**src/rtl/ifetch_stage.sv**
```systemverilog
// ifetch_stage -- instruction fetch stage feeding the decoder.
//
// Owns the fetch PC and issues word fetches over a req/ready + rvalid
// interface. Memory responses return in request order and land in a
// DEPTH-entry in-order queue. The head entry goes to the decoder over a
// valid/ready handshake. A redirect flushes the queue and counts any fetches
// still in flight, so that their late responses are dropped.
//
// Parameters
//   RESET_PC  PC loaded on reset
//   DEPTH     queue entries and max outstanding fetches (power of 2, >= 2)
//
// Ports
//   clk, rst                           clock (rising edge), async active-high reset
//   redirect_valid, redirect_pc        flush and restart fetch at redirect_pc
//   imem_req, imem_addr                fetch request and word address
//   imem_ready                         memory accepts the request this cycle
//   imem_rvalid, imem_rdata            in-order response from memory
//   if_valid, if_instr, if_pc, if_excp head entry presented to the decoder
//   id_ready                           decoder consumes the head this cycle
//
// Optional feature, macro IFETCH_MISALIGN_TRAP_EN:
//   A misaligned redirect halts fetch. It also enqueues a single trap entry
//   {pc=redirect_pc, instr=32'h13, excp=1}. The next aligned redirect (or
//   reset) resumes fetch. Without the macro, redirect_pc[1:0] is ignored and
//   if_excp is tied to 0.

module ifetch_stage #(
   parameter logic [31:0] RESET_PC = 32'h0000_0000,
   parameter int unsigned DEPTH    = 2
) (
   input  logic        clk,
   input  logic        rst,
   input  logic        redirect_valid,
   input  logic [31:0] redirect_pc,
   output logic        imem_req,
   output logic [31:0] imem_addr,
   input  logic        imem_ready,
   input  logic        imem_rvalid,
   input  logic [31:0] imem_rdata,
   output logic        if_valid,
   output logic [31:0] if_instr,
   output logic [31:0] if_pc,
   output logic        if_excp,
   input  logic        id_ready
);

   localparam int unsigned AW = $clog2(DEPTH);
   localparam int unsigned CW = AW + 1;
   // Discard can exceed DEPTH after back-to-back redirects, so it gets more room.
   localparam int unsigned DW = 16;
   localparam logic [CW-1:0] FULL       = CW'(DEPTH);
   localparam logic [31:0]   TRAP_INSTR = 32'h0000_0013;

   logic [31:0]   fetch_pc_q, fetch_pc_d;
   logic [AW-1:0] head_q, head_d, tail_q, tail_d;
   // count = all allocated entries (filled + awaiting response) = slots used
   logic [CW-1:0] count_q, count_d;
   // outst = allocated entries still awaiting their response (always the youngest)
   logic [CW-1:0] outst_q, outst_d;
   logic [DW-1:0] disc_q, disc_d;
   logic [DW-1:0] pending;

   logic [31:0]   pc_mem    [DEPTH];
   logic [31:0]   instr_mem [DEPTH];

   logic          halted;
   logic          trap_hit;
   logic          issue, pop, fill_en, drop;
   logic [AW-1:0] fill_idx;

`ifdef IFETCH_MISALIGN_TRAP_EN
   logic          halt_q, halt_d;
   logic          excp_mem [DEPTH];
   assign halted   = halt_q;
   assign trap_hit = redirect_valid & (|redirect_pc[1:0]);
`else
   assign halted   = 1'b0;
   // Low redirect bits carry no meaning in this build.
   assign trap_hit = 1'b0 & (|redirect_pc[1:0]);
`endif

   assign imem_req  = ~rst & (count_q < FULL) & ~redirect_valid & ~halted;
   assign imem_addr = fetch_pc_q;

   // Entries fill in order, so the head is filled whenever any entry is.
   assign if_valid  = (count_q != outst_q);
   assign if_pc     = if_valid ? pc_mem[head_q]    : '0;
   assign if_instr  = if_valid ? instr_mem[head_q] : '0;
`ifdef IFETCH_MISALIGN_TRAP_EN
   assign if_excp   = if_valid & excp_mem[head_q];
`else
   assign if_excp   = 1'b0;
`endif

   assign issue    = imem_req & imem_ready;
   assign pop      = if_valid & id_ready & ~redirect_valid;
   assign drop     = imem_rvalid & ~redirect_valid & (disc_q != '0);
   assign fill_en  = imem_rvalid & ~redirect_valid & (disc_q == '0) & (outst_q != '0);
   // Oldest unfilled entry sits outst places behind the tail.
   assign fill_idx = tail_q - outst_q[AW-1:0];
   assign pending  = disc_q + DW'(outst_q);

   always_comb begin
      fetch_pc_d = fetch_pc_q;
      head_d     = head_q;
      tail_d     = tail_q;
      count_d    = count_q;
      outst_d    = outst_q;
      disc_d     = disc_q;
`ifdef IFETCH_MISALIGN_TRAP_EN
      halt_d     = halt_q;
`endif
      if (redirect_valid) begin
         fetch_pc_d = {redirect_pc[31:2], 2'b00};
         head_d     = '0;
         outst_d    = '0;
         // A response arriving now retires one pending fetch before the rest
         // are turned into discards.
         disc_d     = pending - DW'(imem_rvalid && (pending != '0));
         if (trap_hit) begin
            tail_d  = AW'(1);
            count_d = CW'(1);
         end else begin
            tail_d  = '0;
            count_d = '0;
         end
`ifdef IFETCH_MISALIGN_TRAP_EN
         halt_d     = trap_hit;
`endif
      end else begin
         if (issue) fetch_pc_d = fetch_pc_q + 32'd4;
         head_d  = head_q + AW'(pop);
         tail_d  = tail_q + AW'(issue);
         count_d = count_q + CW'(issue) - CW'(pop);
         outst_d = outst_q + CW'(issue) - CW'(fill_en);
         disc_d  = disc_q - DW'(drop);
      end
   end

   always_ff @(posedge clk or posedge rst) begin
      if (rst) begin
         fetch_pc_q <= RESET_PC;
         head_q     <= '0;
         tail_q     <= '0;
         count_q    <= '0;
         outst_q    <= '0;
         disc_q     <= '0;
`ifdef IFETCH_MISALIGN_TRAP_EN
         halt_q     <= 1'b0;
`endif
      end else begin
         fetch_pc_q <= fetch_pc_d;
         head_q     <= head_d;
         tail_q     <= tail_d;
         count_q    <= count_d;
         outst_q    <= outst_d;
         disc_q     <= disc_d;
`ifdef IFETCH_MISALIGN_TRAP_EN
         halt_q     <= halt_d;
`endif
      end
   end

   // Entry storage. Issue and fill never target the same slot: a fill needs
   // outst>0, so fill_idx==tail only when the queue is full and no issue occurs.
   always_ff @(posedge clk or posedge rst) begin
      if (rst) begin
         for (int unsigned i = 0; i < DEPTH; i++) begin
            pc_mem[i]    <= '0;
            instr_mem[i] <= '0;
`ifdef IFETCH_MISALIGN_TRAP_EN
            excp_mem[i]  <= 1'b0;
`endif
         end
      end else if (redirect_valid) begin
         if (trap_hit) begin
            pc_mem[0]    <= redirect_pc;
            instr_mem[0] <= TRAP_INSTR;
`ifdef IFETCH_MISALIGN_TRAP_EN
            excp_mem[0]  <= 1'b1;
`endif
         end
      end else begin
         if (issue) begin
            pc_mem[tail_q] <= fetch_pc_q;
`ifdef IFETCH_MISALIGN_TRAP_EN
            excp_mem[tail_q] <= 1'b0;
`endif
         end
         if (fill_en) instr_mem[fill_idx] <= imem_rdata;
      end
   end

endmodule

```
**config.mk**
```make
export PLATFORM = sky130hd
export DESIGN_NAME = ifetch_stage
export DESIGN_NICKNAME = d
export VERILOG_FILES = /design/src/rtl/ifetch_stage.sv
export SDC_FILE = /design/constraint.sdc
export NUM_CORES = 1
export LEC_CHECK = 0
export ABC_AREA = 1
export ABC_CLOCK_PERIOD_IN_PS = 13300
export CORE_MARGIN = 3
export CORE_UTILIZATION = 49
export CTS_CLUSTER_SIZE = 8
export DETAILED_ROUTE_END_ITERATION = 6
export PLACE_DENSITY_LB_ADDON = 0.1
export SETUP_SLACK_MARGIN = 0.05
export SLEW_MARGIN = 15
export SYNTH_ARGS = -nofsm -noshare
export SYNTH_HDL_FRONTEND = slang
export SYNTH_SLANG_ARGS = --single-unit
```
**constraint.sdc**
```tcl
create_clock -name clk -period 13.3 [get_ports clk]
set_input_delay 2.66 -clock clk [delete_from_list [all_inputs] [get_ports clk]]
set_output_delay 2.66 -clock clk [all_outputs]
set_load 0.01 [all_outputs]
```
### Yosys cells after proc, flatten, opt, wreduce, memory -nomap -nowiden

Index checks and enable logic that the tools add are counted.

* memories kept: 0
* output and inout bits: 99
* bits in read-only memories: 0
* memory bits (writable): 0
* bits in registers: 182
* word-level logic and storage cells: 73
* bits in latches: 0

* divide/modulo/power cells: 0
* shift-type cells: 0
* bitwise logic cells: 14
* equal/unequal tests: 1
* reduce and logical (&&, ||, !) cells: 10
* add/sub/neg operators: 11
* $lt $le $gt $ge: 6
* multiplexer cells: 21
* multiply operators: 0

Operators by type and width (count)
* $mux W32: 12
* $bwmux W64: 2
* $demux W32 S1: 2
* $add A32 B3 Y32 const B: 1
* $reduce_bool A16 Y1: 2
* $sub A16 B1 Y16: 2
* $add A16 B2 Y16: 1
* $logic_not A16 Y1: 1
* $mux W16: 1
* $and A1 B1 Y1: 9
* $ge A2 B2 Y1 const B: 3
* $not A1 Y2: 3
* $add A2 B1 Y2: 2
* $lt A2 B1 Y1 const B: 2
* $mux W2: 2
* $reduce_and A2 Y1: 2
* $reduce_bool A2 Y1: 2
* $sub A2 B1 Y2: 2
* $logic_and A1 B1 Y1: 3
* $add A1 B1 Y1: 2
* $lt A2 B2 Y1 const B: 1
* $mux W1: 2
* $ne A2 B2 Y1: 1
* $not A1 Y1: 2
* $sub A1 B1 Y1: 1

### Logic depth before layout (Yosys ltp)

Gate-level depths: netlist of run 1.

* depth after elaboration: 7
* gate-level depth with buffers: 24
* depth with buffers taken out: 24

### Worst setup path before layout of run 1

Ideal clock, no wire load.

* path type: input -> output
* start: in redirect_valid
* end: out imem_req
* data arrival time: 3065 ps
* data required time: 10640 ps
* stages: 2
* setup slack: 7575 ps
* cell sequence: clkbuf_1 > nor3_2

* longest elaborated chain between the ends: 2

RTL lines
* from (decl): RTL line 34 `input logic redirect_valid,`
* $not A1 Y1 (no source line)
* $and A1 B1 Y1: RTL line 83 `assign imem_req = ~rst & (count_q < FULL) & ~redirect_valid & ~halted;`
* to (decl): RTL line 36 `output logic imem_req,`

Every way passes these cells.

### Final worst setup path of run 1

* start: in rst
* end: out imem_req

* longest elaborated chain between the ends: 3

RTL lines
* from (decl): RTL line 33 `input logic rst,`
* $not A1 Y1: RTL line 83
* $and A1 B1 Y1 (2 in series): RTL line 83

Every way passes these cells.

==> insert_results.sql, run 1 <==
INSERT INTO impl_metrics (metric_group, metric, value, unit) VALUES
('outcome', 'run_status', 'finished clean', ''),
('die', 'floorplan.die_area', '22000', 'sq um'),
('pwr', 'leakagePower', '0.00538', 'uW'),
('die', 'num_rows', '51', ''),
('clocking', 'tritoncts.num_buffers', '17', ''),
('hold_path', 'hold_start', 'instr_mem[62]', ''),
('worst_setup_path', 'setup.worst_path.start', 'rst', ''),
('die', 'placeableCoreArea', '19700', 'sq um'),
('layout', 'finish.net_count', '1434', ''),
('die', 'die_height', '148', 'microns'),
('synth', 'synth_area', '9920', 'sq um'),
('pwr', 'power_frac_clock', '30.5', '%'),
('pwr', 'power.switching_fraction', '34.3', '%'),
('worst_setup_path', 'rrSetupSlack', '9.48', 'ns'),
('clocking', 'clockRootBuffer', 'sky130_fd_sc_hd__clkbuf_16', ''),
('synth', 'synth_edf_count', '0', ''),
('global_route', 'gr-total-overflow', '0', ''),
('timing', 'finalWorstPathRequiredPeriod', '6.59', 'ns'),
('placed_design', 'gp_congestion', '0.897', ''),
('timing', 'unrepaired_setup_endpoints_after_global_routing', 'false', ''),
('clocking', 'post-cts-setup-buffer-count', '0', ''),
('layout', 'layout_common_cells', 'sky130_fd_sc_hd__nand2_1, sky130_fd_sc_hd__dfrtp_1, sky130_fd_sc_hd__clkdlybuf4s50_1', ''),
('layout', 'layout_commonest_cell', 'sky130_fd_sc_hd__nand2_1', ''),
('placed_design', 'place_area', '11600', 'sq um'),
('global_route', 'grtUsageTotal', '23.8', '%'),
('synth', 'synth_sequential_area_ratio', '44.4', '%'),
('synth', 'yosys_reg_bits', '176', ''),
('synth', 'synth_top_area_share', '44.4', '%'),
('pwr', 'internal_power', '1110', 'uW'),
('global_route', 'grt_max_degree', '114', ''),
('timing', 'setup_violations', '0', ''),
('timing', 'final.setup_skew', '0.0115', 'ns'),
('pwr', 'pwr_density_cell', '139', 'nW/um^2'),
('synth', 'postSynthCellCount', '1224', ''),
('clocking', 'cts_num_sinks', '176', ''),
('synth', 'top_cell_type_by_total_area_after_synthesis', 'sky130_fd_sc_hd__dfrtp_1', ''),
('clocking', 'cts_tree', 'built', ''),
('layout', 'finalInstanceArea', '12200', 'sq um'),
('clocking', 'cts_resized', '0', ''),
('worst_setup_path', 'worstPathRequired', '10.64', 'ns'),
('layout', 'finish.utilization', '61.9', '%'),
('global_route', 'first_pass_grt_wire_length', '42200', 'microns'),
('routing', 'wl_per_cell', '15.9', 'microns'),
('worst_setup_path', 'worstPathArrival', '3.93', 'ns'),
('timing', 'fin_hold_ws', '0.482', 'ns'),
('synth', 'ys_top_cells_by_area', 'sky130_fd_sc_hd__dfrtp_1, sky130_fd_sc_hd__nand2_1, sky130_fd_sc_hd__o21ai_2', ''),
('synth', 'postSynth.asyncResetShare', '100', '%'),
('die', 'starting_density_of_the_core', '50.5', '%'),
('timing', 'slew_violations', '0', ''),
('worst_setup_path', 'critical_path_class', 'input pin to primary output', ''),
('worst_setup_path', 'endpoint_class_of_the_critical_path', 'primary output', ''),
('routing', 'drt_iter0_markers', '543', ''),
('worst_setup_path', 'critPathMaxFanout', '2', ''),
('hold_path', 'holdCritPathClass', 'register to register', ''),
('timing', 'tightest_slew', '1.04', 'ns'),
('die', 'chipWidth', '148', 'microns'),
('routing', 'drt-total-wl', '26000', 'microns'),
('timing', 'fmax', '152', 'MHz'),
('timing', 'tns', '0', 'ns'),
('pwr', 'p_seq_share', '41.4', '%'),
('clocking', 'clock_latency', '0.43', 'ns'),
('timing', 'min_period_over_period', '49.6', '%'),
('placed_design', 'dp_hpwl', '17700', 'microns'),
('clocking', 'clock_tree.buffer_depth', '2', ''),
('timing', 'slew_headroom', '30.3', '%'),
('routing', 'drt_pass_1_iters', '5', ''),
('synth', 'syn_avg_cell_area', '8.11', 'sq um'),
('clocking', 'depth_of_the_cts_h_tree', '4', ''),
('global_route', 'vias_in_the_first_global_route', '8241', ''),
('routing', 'postRouteAntennaNets', '0', ''),
('synth', 'netlist_cell_types', '49', '');
worst paths after layout:
path,to,cells after the start
worst max-delay path,imem_req,3
worst min-delay path,instr_mem[62],2
worst max register to register,disc_q[14],22
worst min register to register,instr_mem[62],2
max in group asynchronous,instr_mem[45],3
min in group asynchronous,instr_mem[6],2
cell usage after synthesis (15+ instances only):
cell type and count:
sky130_fd_sc_hd__a22oi_1 16, sky130_fd_sc_hd__inv_1 105, sky130_fd_sc_hd__o21ai_1 16, sky130_fd_sc_hd__o21a_1 45, sky130_fd_sc_hd__clkbuf_1 28, sky130_fd_sc_hd__nor2_1 55
sky130_fd_sc_hd__nand2_1 396, sky130_fd_sc_hd__a21oi_1 65, sky130_fd_sc_hd__o21ai_2 49, sky130_fd_sc_hd__nand3_1 42, sky130_fd_sc_hd__buf_2 17, sky130_fd_sc_hd__dfrtp_1 176
sky130_fd_sc_hd__nand4_1 19, sky130_fd_sc_hd__nor3_1 15, sky130_fd_sc_hd__o21ai_0 29, sky130_fd_sc_hd__xor2_1 31
power by group through the flow:
stage	sequential, uW	clock, uW	combinational [uW]
after floorplan	685	0	317
after global placement	707	0	471
after detailed placement	710	0	480
after CTS	700	523	482
after global routing	713	544	530
final	701	516	477
worst max-delay path, cell delays in order:
cell and delay (ns):
sky130_fd_sc_hd__clkdlybuf4s50_1 0.49, sky130_fd_sc_hd__nor3_2 0.21, sky130_fd_sc_hd__clkdlybuf4s50_1 0.56
registers in the layout, summed over array words and instances, names as in the netlist:
name,cells
count_q,2
disc_q,16
head_q,1
imem_addr,30
instr_mem,64
outst_q,2
pc_mem,60
tail_q,1
stage by stage:
step	total power, uW	cells	setup slack [ns]
after CTS	1700	1629	6.69
after detailed placement	1190	1598	6.71
after global placement	1180	1598	6.71
after global routing	1790	1630	6.65
after floorplan	1000	1228	5.87
final	1690	1630	6.71
layer usage:
metal	vias to the layer above	part of all wire [%]	global-route usage, %
met3	26	5.6	4.05
met1	4103	45	32.4
met4	0	1.3	6.42
met2	241	48	39.7
met5	-	0	0
li1	4237	-	-
final cells by class:
| type | instances | area, sq um |
|---|---|---|
| clock inverters | 12 | 153 |
| multi-input cells | 876 | 4730 |
| well taps | 265 | 332 |
| diodes | 1 | 2.50 |
| repair buffers | 170 | 1670 |
| clock buffers | 19 | 443 |
| fillers | 1807 | 7490 |
| inverters | 111 | 423 |
| flip-flops and latches | 176 | 4410 |
cell families after synthesis:
kind of cell / share of synthesized area, %
fa+ha+maj: 1.59
simple gates: 25.0
mux: 1.90
other cells: 0.0378
buf+inv: 8.10
xor+xnor: 3.27
compound gates: 15.7
flops: 44.4
Note: power is estimated with default switching activity, not from simulation.
==> run 2: changes to the inputs <==
--- a/config.mk
+++ b/config.mk
@@ -6,7 +6,7 @@
 export NUM_CORES = 1
 export LEC_CHECK = 0
 export ABC_AREA = 1
-export ABC_CLOCK_PERIOD_IN_PS = 13300
+export ABC_CLOCK_PERIOD_IN_PS = 6560
 export CORE_MARGIN = 3
 export CORE_UTILIZATION = 49
 export CTS_CLUSTER_SIZE = 8
==> constraint.sdc (replaced) <==
create_clock -name clk -period 6.56 [get_ports clk]
set_input_delay 1.312 -clock clk [delete_from_list [all_inputs] [get_ports clk]]
set_output_delay 1.312 -clock clk [all_outputs]
set_load 0.01 [all_outputs]
==> insert_results.sql, run 2 (synthesis results as in run 1) <==
INSERT INTO impl_metrics (metric_group, metric, value, unit) VALUES
('die', 'starting_density_of_the_core', '50.5', '%'),
('clocking', 'cts_tree', 'built', ''),
('clocking', 'cts_resized', '0', ''),
('routing', 'wl_per_cell', '15.7', 'microns'),
('timing', 'slew_violations', '0', ''),
('pwr', 'total_power', '3380', 'uW'),
('clocking', 'cts_hold_repair.buffers', '0', ''),
('global_route', 'first_pass_grt_wire_length', '42300', 'microns'),
('die', 'i_o_pin_count', '169', ''),
('timing', 'slew_headroom', '33.0', '%'),
('worst_setup_path', 'critPathMaxFanout', '63', ''),
('worst_setup_path', 'critical_path.startpoint_type', 'register', ''),
('clocking', 'depth_of_the_cts_h_tree', '4', ''),
('run', 'max_cap_viol_count', '0', ''),
('worst_setup_path', 'worstPathRequired', '5.25', 'ns'),
('worst_setup_path', 'critical_path_class', 'register to primary output', ''),
('routing', 'postRouteAntennaNets', '0', ''),
('layout', 'finish.net_count', '1434', ''),
('pwr', 'vdd.ir_drop.worst', '240', 'uV'),
('routing', 'drt-total-wl', '25600', 'microns'),
('outcome', 'run_status', 'finished clean', ''),
('worst_setup_path', 'worstPathArrival', '3.14', 'ns'),
('routing', 'drt_iter0_markers', '549', ''),
('worst_setup_path', 'worst_r2r_src', 'outst_q[0]', ''),
('global_route', 'grt_max_degree', '177', ''),
('routing', 'avgViaCountPerCell', '5.24', ''),
('die', 'floorplan.die_area', '22000', 'sq um'),
('layout', 'layout_common_cells', 'sky130_fd_sc_hd__nand2_1, sky130_fd_sc_hd__dfrtp_1, sky130_fd_sc_hd__clkdlybuf4s50_1', ''),
('global_route', 'grtUsageTotal', '23.8', '%'),
('layout', 'n_antenna_cell', '0', ''),
('routing', 'drt_pass_1_iters', '5', ''),
('die', 'die_height', '148', 'microns'),
('layout', 'fillCellCount', '1831', ''),
('worst_setup_path', 'rrSetupSlack', '2.77', 'ns'),
('clocking', 'clockRootBuffer', 'sky130_fd_sc_hd__clkbuf_16', ''),
('hold_path', 'min_path_cells', '2', ''),
('global_route', 'gr-total-overflow', '0', ''),
('die', 'num_rows', '51', ''),
('timing', 'finalWorstPathRequiredPeriod', '4.45', 'ns'),
('layout', 'largest_register_ffs', '64', ''),
('layout', 'max_flop_register', 'instr_mem', ''),
('timing', 'fmax', '225', 'MHz'),
('timing', 'tightest_slew', '1.00', 'ns'),
('worst_setup_path', 'crit-reg2reg-capture', 'disc_q[10]', ''),
('die', 'placeableCoreArea', '19700', 'sq um'),
('pwr', 'pwr_density_cell', '278', 'nW/um^2'),
('timing', 'setup_violations', '0', ''),
('hold_path', 'hold_start', 'instr_mem[34]', ''),
('layout', 'multi_input_comb_area', '4730', 'sq um'),
('layout', 'layout_commonest_cell', 'sky130_fd_sc_hd__nand2_1', ''),
('die', 'chipWidth', '148', 'microns'),
('timing', 'timing_hold_violations_final', '0', ''),
('clocking', 'clock_tree.buffer_depth', '2', ''),
('clocking', 'post-cts-setup-buffer-count', '0', ''),
('layout', 'final_layout_size_suffix_gt1_share', '10.7', '%'),
('layout', 'final-seq-area', '4410', 'sq um'),
('timing', 'fin_hold_ws', '0.484', 'ns'),
('global_route', 'vias_in_the_first_global_route', '8310', ''),
('placed_design', 'dp_hpwl', '17500', 'microns'),
('clocking', 'clock_latency', '0.44', 'ns'),
('routing', 'num_vias', '8546', ''),
('routing', 'detail_route.drc_violations', '0', ''),
('layout', 'area.growth.synth_to_final', '22.4', '%'),
('clocking', 'tritoncts.num_buffers', '17', ''),
('timing', 'tns', '0', 'ns'),
('clocking', 'cts.reportedPaths.clkPinSlew', '0.07', 'ns'),
('hold_path', 'min_delay_worst_endpoint', 'instr_mem[34]', ''),
('timing', 'unrepaired_setup_endpoints_after_global_routing', 'false', ''),
('timing', 'min_period_over_period', '67.9', '%'),
('worst_setup_path', 'r2r.worst_path.cells', '22', ''),
('pwr', 'leakagePower', '0.00538', 'uW'),
('global_route', 'initial_antenna_violation_count', '0', ''),
('worst_setup_path', 'endpoint_class_of_the_critical_path', 'primary output', ''),
('placed_design', 'gp_congestion', '0.901', ''),
('clocking', 'cts_num_sinks', '176', ''),
('hold_path', 'holdCritPathClass', 'register to register', ''),
('timing', 'final.setup_skew', '0.0108', 'ns'),
('placed_design', 'port_buffers', '161', '');
[run 2: cell count changes in the layout (fill, tap and decap cells not counted), sizes merged]
cell,delta
clkinvlp,-1
clkbuf,-1
diode,-1
inv,+4
clkinv,+1
bufinv,-2
[run 2: how the worst max path moves through the flow]
stage | start | slack [ns] | endpoint
finish | head_q | 2.11 | if_pc[20]
global route | head_q | 1.96 | if_instr[1]
CTS | head_q | 2.12 | if_pc[20]
detailed placement | redirect_valid | 2.58 | disc_q[14]
global placement | redirect_valid | 2.56 | disc_q[14]
floorplan | rst | 0.47 | count_q[0]
[run 2: worst max-delay path: stages (launching register included)]
cell,delay [ns]
sky130_fd_sc_hd__dfrtp_2,0.62
sky130_fd_sc_hd__buf_4,0.39
sky130_fd_sc_hd__inv_2,0.08
sky130_fd_sc_hd__buf_4,0.60
sky130_fd_sc_hd__nand2_1,0.10
sky130_fd_sc_hd__a21oi_1,0.27
sky130_fd_sc_hd__clkdlybuf4s50_1,0.60
[run 2: metal layers]
metal / vias up / routed length [microns] / GRT usage (%)
met3: 30 / 1270 / 4.45
met4: 0 / 387 / 6.84
met2: 216 / 12400 / 39.1
li1: 4233 / - / -
met5: - / 0 / 0
met1: 4067 / 11600 / 32.7
[run 2: layout make-up]
class                           count  share of cell area (%)
Clock inverter                     14                    1.17
Inverter                          111                    3.48
Clock buffer                       18                    3.53
Tap cell                          265                    2.73
Sequential cell                   176                    36.3
Multi-Input combinational cell    876                    38.9
Timing Repair Buffer              170                    13.9
[run 2: metrics by stage]
step	utilization [%]	cells	instance area [sq um]	setup WS (ns)
6_report	61.8	1630	12100	2.11
5_1_grt	61.8	1630	12100	1.96
4_1_cts	61.8	1630	12100	2.12
3_5_place_dp	58.9	1598	11600	2.58
3_3_place_gp	58.9	1598	11600	2.56
2_1_floorplan	-	1228	9940	0.474
[run 2: power breakdown]
group          switching (uW)  internal [uW]  total [uW]
logic                     541            416         957
clock network             485            507         992
registers                 169           1260        1430
total                    1190           2180        3380
==> run 3: changes to the inputs <==
--- a/config.mk
+++ b/config.mk
@@ -6,7 +6,7 @@
 export NUM_CORES = 1
 export LEC_CHECK = 0
 export ABC_AREA = 1
-export ABC_CLOCK_PERIOD_IN_PS = 6560
+export ABC_CLOCK_PERIOD_IN_PS = 4500
 export CORE_MARGIN = 3
 export CORE_UTILIZATION = 49
 export CTS_CLUSTER_SIZE = 8
==> constraint.sdc (replaced) <==
create_clock -name clk -period 4.5 [get_ports clk]
set_input_delay 0.9 -clock clk [delete_from_list [all_inputs] [get_ports clk]]
set_output_delay 0.9 -clock clk [all_outputs]
set_load 0.01 [all_outputs]
==> insert_results.sql, run 3 (synthesis results as in run 1) <==
INSERT INTO impl_metrics (metric_group, metric, value, unit) VALUES
('clocking', 'cts_tree', 'built', ''),
('timing', 'final.setup_skew', '0.0113', 'ns'),
('hold_path', 'hold_start', 'instr_mem[59]', ''),
('timing', 'timing_hold_violations_final', '0', ''),
('routing', 'num_vias', '8676', ''),
('die', 'i_o_pin_count', '169', ''),
('placed_design', 'dp_hpwl', '18100', 'microns'),
('placed_design', 'detailedPlace.worstSlack', '0.809', 'ns'),
('routing', 'postRouteAntennaNets', '0', ''),
('die', 'num_rows', '51', ''),
('layout', 'layout_common_cells', 'sky130_fd_sc_hd__nand2_1, sky130_fd_sc_hd__dfrtp_1, sky130_fd_sc_hd__clkdlybuf4s50_1', ''),
('layout', 'n_antenna_cell', '0', ''),
('timing', 'slew_violations', '0', ''),
('placed_design', 'gp_congestion', '0.919', ''),
('timing', 'tns', '0', 'ns'),
('worst_setup_path', 'critPathMaxFanout', '5', ''),
('clocking', 'cts.reportedPaths.clkPinSlew', '0.07', 'ns'),
('placed_design', 'post-place-cells', '1603', ''),
('global_route', 'first_pass_grt_wire_length', '43300', 'microns'),
('worst_setup_path', 'worst_r2r_src', 'outst_q[0]', ''),
('worst_setup_path', 'setup.worst_path.start', 'outst_q[0]', ''),
('clocking', 'depth_of_the_cts_h_tree', '4', ''),
('timing', 'setup_violations', '0', ''),
('layout', 'final_layout_size_suffix_gt1_share', '11.0', '%'),
('layout', 'largest_register_ffs', '64', ''),
('die', 'placeableCoreArea', '19700', 'sq um'),
('timing', 'unrepaired_setup_endpoints_after_global_routing', 'false', ''),
('placed_design', 'port_buffers', '161', ''),
('global_route', 'grt_max_degree', '106', ''),
('global_route', 'vias_in_the_first_global_route', '8706', ''),
('pwr', 'leakagePower', '0.00540', 'uW'),
('clocking', 'tritoncts.num_buffers', '17', ''),
('clocking', 'clock_latency', '0.43', 'ns'),
('routing', 'avgViaCountPerCell', '5.31', ''),
('die', 'floorplan.die_area', '22000', 'sq um'),
('global_route', 'initial_antenna_violation_count', '0', ''),
('clocking', 'clockRootBuffer', 'sky130_fd_sc_hd__clkbuf_16', ''),
('timing', 'fmax', '269', 'MHz'),
('layout', 'layout_commonest_cell', 'sky130_fd_sc_hd__nand2_1', ''),
('timing', 'setup_slack', '0.787', 'ns'),
('layout', 'area.growth.synth_to_final', '23.2', '%'),
('run', 'max_cap_viol_count', '0', ''),
('worst_setup_path', 'critical_path.startpoint_type', 'register', ''),
('die', 'die_height', '148', 'microns'),
('clocking', 'cts_resized', '0', ''),
('worst_setup_path', 'worstPathArrival', '4.03', 'ns'),
('timing', 'finalWorstPathRequiredPeriod', '3.71', 'ns'),
('outcome', 'run_status', 'finished clean', ''),
('pwr', 'vdd.ir_drop.worst', '301', 'uV'),
('timing', 'slew_headroom', '38.2', '%'),
('worst_setup_path', 'worstPathRequired', '4.82', 'ns'),
('routing', 'detail_route.drc_violations', '0', ''),
('layout', 'fillCellCount', '1830', ''),
('global_route', 'gr-total-overflow', '0', ''),
('clocking', 'post-cts-setup-buffer-count', '0', ''),
('layout', 'max_flop_register', 'instr_mem', ''),
('hold_path', 'holdCritPathClass', 'register to register', ''),
('pwr', 'pwr_density_cell', '408', 'nW/um^2'),
('clocking', 'cts_num_sinks', '176', ''),
('global_route', 'grtUsageTotal', '24.4', '%'),
('clocking', 'cts_hold_repair.buffers', '0', ''),
('worst_setup_path', 'critical_path_class', 'register to register', ''),
('routing', 'drt-total-wl', '26100', 'microns'),
('routing', 'drt_iter0_markers', '491', ''),
('layout', 'finish.cell_count_without_fillers', '1635', ''),
('worst_setup_path', 'endpoint_class_of_the_critical_path', 'register', ''),
('timing', 'min_period_over_period', '82.5', '%'),
('layout', 'finish.net_count', '1439', ''),
('timing', 'tightest_slew', '0.928', 'ns'),
('routing', 'wl_per_cell', '16.0', 'microns'),
('die', 'starting_density_of_the_core', '50.5', '%'),
('routing', 'drt_pass_1_iters', '5', ''),
('die', 'chipWidth', '148', 'microns'),
('clocking', 'clock_tree.buffer_depth', '2', '');
[run 3: cell types whose count changed in the layout (fill, tap and decap cells not counted), sizes merged]
cell      change
buf           +5
clkinv        -4
clkinvlp      +4
inv           -2
bufinv        +1
clkbuf        +1
[run 3: final cells by class]
class	instances	area [sq um]	share of cell area [%]
repair buffers	175	1750	14.3
well taps	265	332	2.71
clock inverters	13	144	1.18
flip-flops and latches	176	4410	36.0
clock buffers	19	443	3.62
multi-input cells	876	4730	38.7
inverters	111	422	3.45
[run 3: final timing paths]
check,cells past startpoint,slack (ns),endpoint
hold reg to reg,2,0.48,instr_mem[59]
hold / removal,2,0.48,instr_mem[59]
setup reg to reg,22,0.79,disc_q[12]
max in group asynchronous,3,2.67,instr_mem[29]
setup / recovery,22,0.79,disc_q[12]
min in group asynchronous,3,1.04,disc_q[14]
[run 3: layer usage]
metal / part of all wire [%] / GRT usage [%]
met5: 0 / 0
met4: 2.1 / 7.76
met3: 5.7 / 5.58
met2: 49 / 41.4
met1: 43 / 31.3
[run 3: through the flow]
stage	total power [uW]	cell area, sq um	util, %	hold slack (ns)
floorplan	2960	9940	-	0.455
global placement	3510	11600	59.2	0.464
detailed placement	3540	11600	59.2	0.468
CTS	5020	12200	62.2	0.485
global route	5270	12200	62.2	0.498
finish	4990	12200	62.2	0.483
[run 3: where the power goes]
group | total (uW) | internal, uW | switching [uW]
clock network | 1480 | 799 | 680
logic | 1430 | 621 | 811
registers | 2070 | 1840 | 236
total | 4990 | 3260 | 1730
[run 3: critical path: stages (launching register included)]
cell	delay, ns
sky130_fd_sc_hd__dfrtp_1	0.44
sky130_fd_sc_hd__ha_1	0.21
sky130_fd_sc_hd__inv_1	0.06
sky130_fd_sc_hd__fa_1	0.48
sky130_fd_sc_hd__inv_2	0.11
sky130_fd_sc_hd__nand2_1	0.07
sky130_fd_sc_hd__nor2_1	0.28
sky130_fd_sc_hd__nand4_1	0.12
sky130_fd_sc_hd__nand2_1	0.11
sky130_fd_sc_hd__inv_1	0.07
sky130_fd_sc_hd__nand4_1	0.09
sky130_fd_sc_hd__o21a_1	0.13
sky130_fd_sc_hd__ha_1	0.18
sky130_fd_sc_hd__ha_1	0.17
sky130_fd_sc_hd__inv_1	0.04
sky130_fd_sc_hd__nor2_1	0.17
sky130_fd_sc_hd__nand3_1	0.14
sky130_fd_sc_hd__nor2_1	0.18
sky130_fd_sc_hd__nand3_2	0.15
sky130_fd_sc_hd__nor2_4	0.16
sky130_fd_sc_hd__nand3_1	0.09
sky130_fd_sc_hd__nand3_1	0.10
sky130_fd_sc_hd__nand2_1	0.06
